## config.mk

```make
export PLATFORM = sky130hd
export DESIGN_NAME = seq_1
export DESIGN_NICKNAME = d
export VERILOG_FILES = /design/src/rtl/seq_1_pkg.sv /design/src/rtl/seq_1.sv
export SDC_FILE = /design/constraint.sdc
export NUM_CORES = 1
export LEC_CHECK = 0
export ABC_AREA = 1
export CORE_AREA = 10 10 47 49
export CTS_BUF_LIST = sky130_fd_sc_hd__clkbuf_2 sky130_fd_sc_hd__clkbuf_4 sky130_fd_sc_hd__clkbuf_8
export CTS_CLUSTER_DIAMETER = 40
export DETAILED_ROUTE_END_ITERATION = 7
export DIE_AREA = 0 0 57 59
export SYNTH_ARGS = -nofsm -noshare
export SYNTH_HDL_FRONTEND = slang
export SYNTH_SLANG_ARGS = --single-unit
```

## constraint.sdc

```tcl
create_clock -name clk -period 0.9 [get_ports clk]
set_clock_uncertainty 0.05 [all_clocks]
set_input_delay 0.135 -clock clk [delete_from_list [all_inputs] [get_ports clk]]
set_output_delay 0.135 -clock clk [all_outputs]
set_load 0.05 [all_outputs]
```

## src/rtl/seq_1_pkg.sv

```systemverilog
`default_nettype none
// ============================================================================
//  Module      : seq_1_pkg
//  Description : Shared types for the seq_1 a->b->c sequence monitor.
//  Revision    : 1.0  initial release
// ============================================================================
package seq_1_pkg;

    // Progress through the a, b, c pattern.
    typedef enum logic [1:0] {
        IDLE   = 2'd0,
        GOT_A  = 2'd1,
        GOT_AB = 2'd2
    } state_t;

endpackage : seq_1_pkg
`default_nettype wire

```

## src/rtl/seq_1.sv

```systemverilog
`default_nettype none
// ============================================================================
//  Module      : seq_1
//  Description : Watches a, b, c on consecutive samples and emits a one-cycle
//                registered pulse on x when c arrives qualified by y.
//                e clears to IDLE, d stalls progress; e has priority over d.
//  Revision    : 1.0  initial release
// ============================================================================
module seq_1
    import seq_1_pkg::*;
(
    input  logic clk,
    input  logic rst_n,
    input  logic a,
    input  logic b,
    input  logic c,
    input  logic d,
    input  logic e,
    input  logic y,
    output logic x
);

    state_t r_state;
    state_t w_state_next;
    logic   w_x_next;

    // State and match pulse registers; reset forces IDLE and drops x at once.
    always_ff @(posedge clk or negedge rst_n) begin
        if (!rst_n) begin
            r_state <= IDLE;
            x       <= 1'b0;
        end else begin
            r_state <= w_state_next;
            x       <= w_x_next;
        end
    end

    // Next-state and next-x decode: clear, then stall, then pattern tracking.
    always_comb begin
        w_state_next = r_state;
        w_x_next     = 1'b0;
        if (e) begin
            w_state_next = IDLE;
        end else if (d) begin
            w_state_next = r_state;
        end else begin
            unique case (r_state)
                IDLE: begin
                    w_state_next = a ? GOT_A : IDLE;
                end
                GOT_A: begin
                    // b completes the second step before a can restart.
                    if (b)      w_state_next = GOT_AB;
                    else if (a) w_state_next = GOT_A;
                    else        w_state_next = IDLE;
                end
                GOT_AB: begin
                    // An unknown y evaluates false here, so it never matches.
                    if (c && y) w_x_next = 1'b1;
                    // With or without c, a concurrent a restarts the pattern.
                    w_state_next = a ? GOT_A : IDLE;
                end
                default: begin
                    w_state_next = IDLE;
                end
            endcase
        end
    end

endmodule : seq_1
`default_nettype wire

```

==> results of run 1 <==
==> cell families (layout without fill, tap and decap cells) <==
kind of cell           after synthesis  after routing  share of synthesized area, %
DFF                                  3              3                          49.6
and+or+nand+nor                     11             11                          33.9
AOI/OAI and AO/OA                    2              2                          6.61
buffers and inverters                4             17                          9.92
==> power breakdown <==
part           leakage (µW)  switching (µW)  internal (µW)  total [µW]
Clock             0.0000184            78.7            197         275
Sequential        0.0000412            3.77            139         143
Combinational     0.0000754            19.7           36.1        55.8
Total              0.000135             102            372         474
==> placed cells by master, fill, tap and decap left out, drive strengths merged <==
cell | netlist | layout
nand3 | 4 | 4
inv | 4 | 4
nor2 | 3 | 3
nand2 | 4 | 4
clkdlybuf4s50 | 0 | 7
o21ai | 2 | 2
buf | 0 | 2
clkbuf | 0 | 4
dfrtp | 3 | 3
==> per-stage QoR <==
step	hold slack [ns]	util (%)	setup TNS, ns	cell area (µm²)	worst slack (ns)
after floorplan	-0.211	-	0	151	0.129
after global placement	0.276	19.2	-0.324	269	-0.142
after detailed placement	0.276	19.2	-0.338	269	-0.146
after CTS	0.0187	21.3	-0.0710	299	-0.0710
after global routing	0.0453	21.3	-0.0711	299	-0.0711
final	0.0245	21.3	-0.0592	299	-0.0592
==> flip-flops by register name (all words and copies together), names as in the netlist <==
signal / flops
r_state: 2
x: 1
==> final cells by class <==
class	count	area share, %
clock buffers	4	10.0
inverters	4	5.02
multi-input cells	13	20.5
flip-flops and latches	3	25.1
well taps	16	6.69
repair buffers	9	32.6
==> worst max path at each step <==
stage | start | to | slack, ns | depth (start not counted)
floorplan | x | x | 0.13 | 0
global placement | d | r_state[0] | -0.14 | 6
detailed placement | d | r_state[0] | -0.15 | 6
CTS | x | x | -0.07 | 1
global route | x | x | -0.07 | 1
finish | x | x | -0.06 | 1
==> per-layer routing <==
| metal | up-vias | part of all wire (%) |
|---|---|---|
| met1 | 75 | 36 |
| met3 | 3 | 16 |
| met2 | 9 | 41 |
| li1 | 87 | - |
| met4 | 0 | 6.9 |
| met5 | - | 0 |
==> flow_summary.toml, run 1 <==
[floorplan]
die_h_um = 59
core.rowCount = 14
core_area_mm2 = 0.00140
initial_core_util_pct = 10.8
io_pins = 9
die-area_mm2 = 0.00336
die_width_um = 57

[synth]
synth_edf_count = 0
ys_seq_area_share_pct = 49.6
ys.flop_type = "dfrtp_1"
yosys-top-cells-area = "dfrtp_1 50%, nand3_1 13%, nand2_1 7.4%"
syn_nets = 28
synthCells = 20
yosys_warnings = 0
async_flop_share_pct = 100
ys_seq_elements = 3
synth_cell_types = 10
syn_area_um2 = 151
ys_top_cells_by_count = "4 x nand3_1, 3 x dfrtp_1, 3 x nand2_1"
synth_top_area_share_pct = 49.6
synthMostInstantiatedCell = "nand3_1"
synth_area_leader_cell = "dfrtp_1"
syn_avg_cell_area_um2 = 7.57

[cts]
postCtsSetupBuffers = 0
cts.htree.levels = 1
cts.sinks = 3
post_cts_resized = 0
clkTransAtPathRegs_ns = 0.04
clk_path_buf_depth = 2
cts_tree = "yes"
cts-root-buf = "clkbuf_4"
clk_latency_ns = 0.24
hold_buffers = 0
cts_buffers = 3

[power_and_ir_drop]
p_per_area_mw_per_mm2 = 1590
ir_worst_vdd_mv = 0.331
power_uw = 474
p_leak_uw = 0.000135

[setup_path]
r2r_start = "r_state[1]"
criticalPathCategory = "reg2out"
reg2reg_depth = 3
path_delay_family = "flip-flops"
cp_slowest_cell = "dfrtp_1"
worst_path_largest_cell_delay_ns = 0.38
cp.arrival_ns = 0.77
cp-end-kind = "primary output"
r2r_end = "r_state[0]"
cp_cell_sequence = "buf_12"
cp.required_ns = 0.71
critical_path_buf_inv_count = 1
cp_max_fo = 1
r2r_slack_ns = 0.08
worstSetupStartpointType = "flop"

[placed_design]
dp_hpwl_um = 354
port_buffers = 8
gp_congestion = 0.658
dp_cells = 45

[run]
max_cap_violations = 0

[status]
violations = "negative setup slack"
status = "complete, but fails checks"

[detailed_routing]
wl_per_cell_um = 9.12
postRouteAntennaNets = 0
first_pass_iters = 1
viasPerCell = 3.55
drtIter0Drc = 0
vias = 174
wirelength_um = 447
drc = 0

[sta]
timing.final.crit_period_ns = 0.959
worst_pin_slew_ns = 0.141
max-slew-margin-rel_pct = 90.5
fin_crit_sh_pct = 107
setup_viol = 1
finalHoldViolations = 0
rsz0062_at_grt = "yes"
fmax_mhz = 1040
slew_violations = 0
fin_ws_ns = -0.0592

[final_layout]
area_growth_pct = 97.5
insertedDiodeCount = 0
nNetsFinal = 42
drive_above_1_share_pct = 30.3
n_fill_cell = 171
multiInputGateArea_um2 = 61.3
final-instance-count-excl-fill = 49
layout.area.seq_um2 = 75.1

[global_route]
grt_usage_pct = 3.46
grt_pass1_wl_um = 717
grt_use_met3_pct = 2.58
grt_max_degree = 5
met1_usage_pct = 2.50
busiest_layer = "met4"
antenna_found_initial = 0
grt_pass1_vias = 179
gr-total-overflow = 0
grt.met2_usage_pct = 3.10

[min_path]
holdCritPathClass = "in2async"
Note: power is estimated with default switching activity, not from simulation.
==> run 2: changes to the inputs <==
- CTS_CLUSTER_SIZE: unset -> 24
==> results of run 2 <==
The final DEF is identical to that of run 1; final timing and power are the same.
==> run 3: changes to the inputs <==
- CTS_CLUSTER_DIAMETER: 40 -> 150
==> results of run 3 <==
The final DEF is identical to that of run 1; final timing and power are the same.
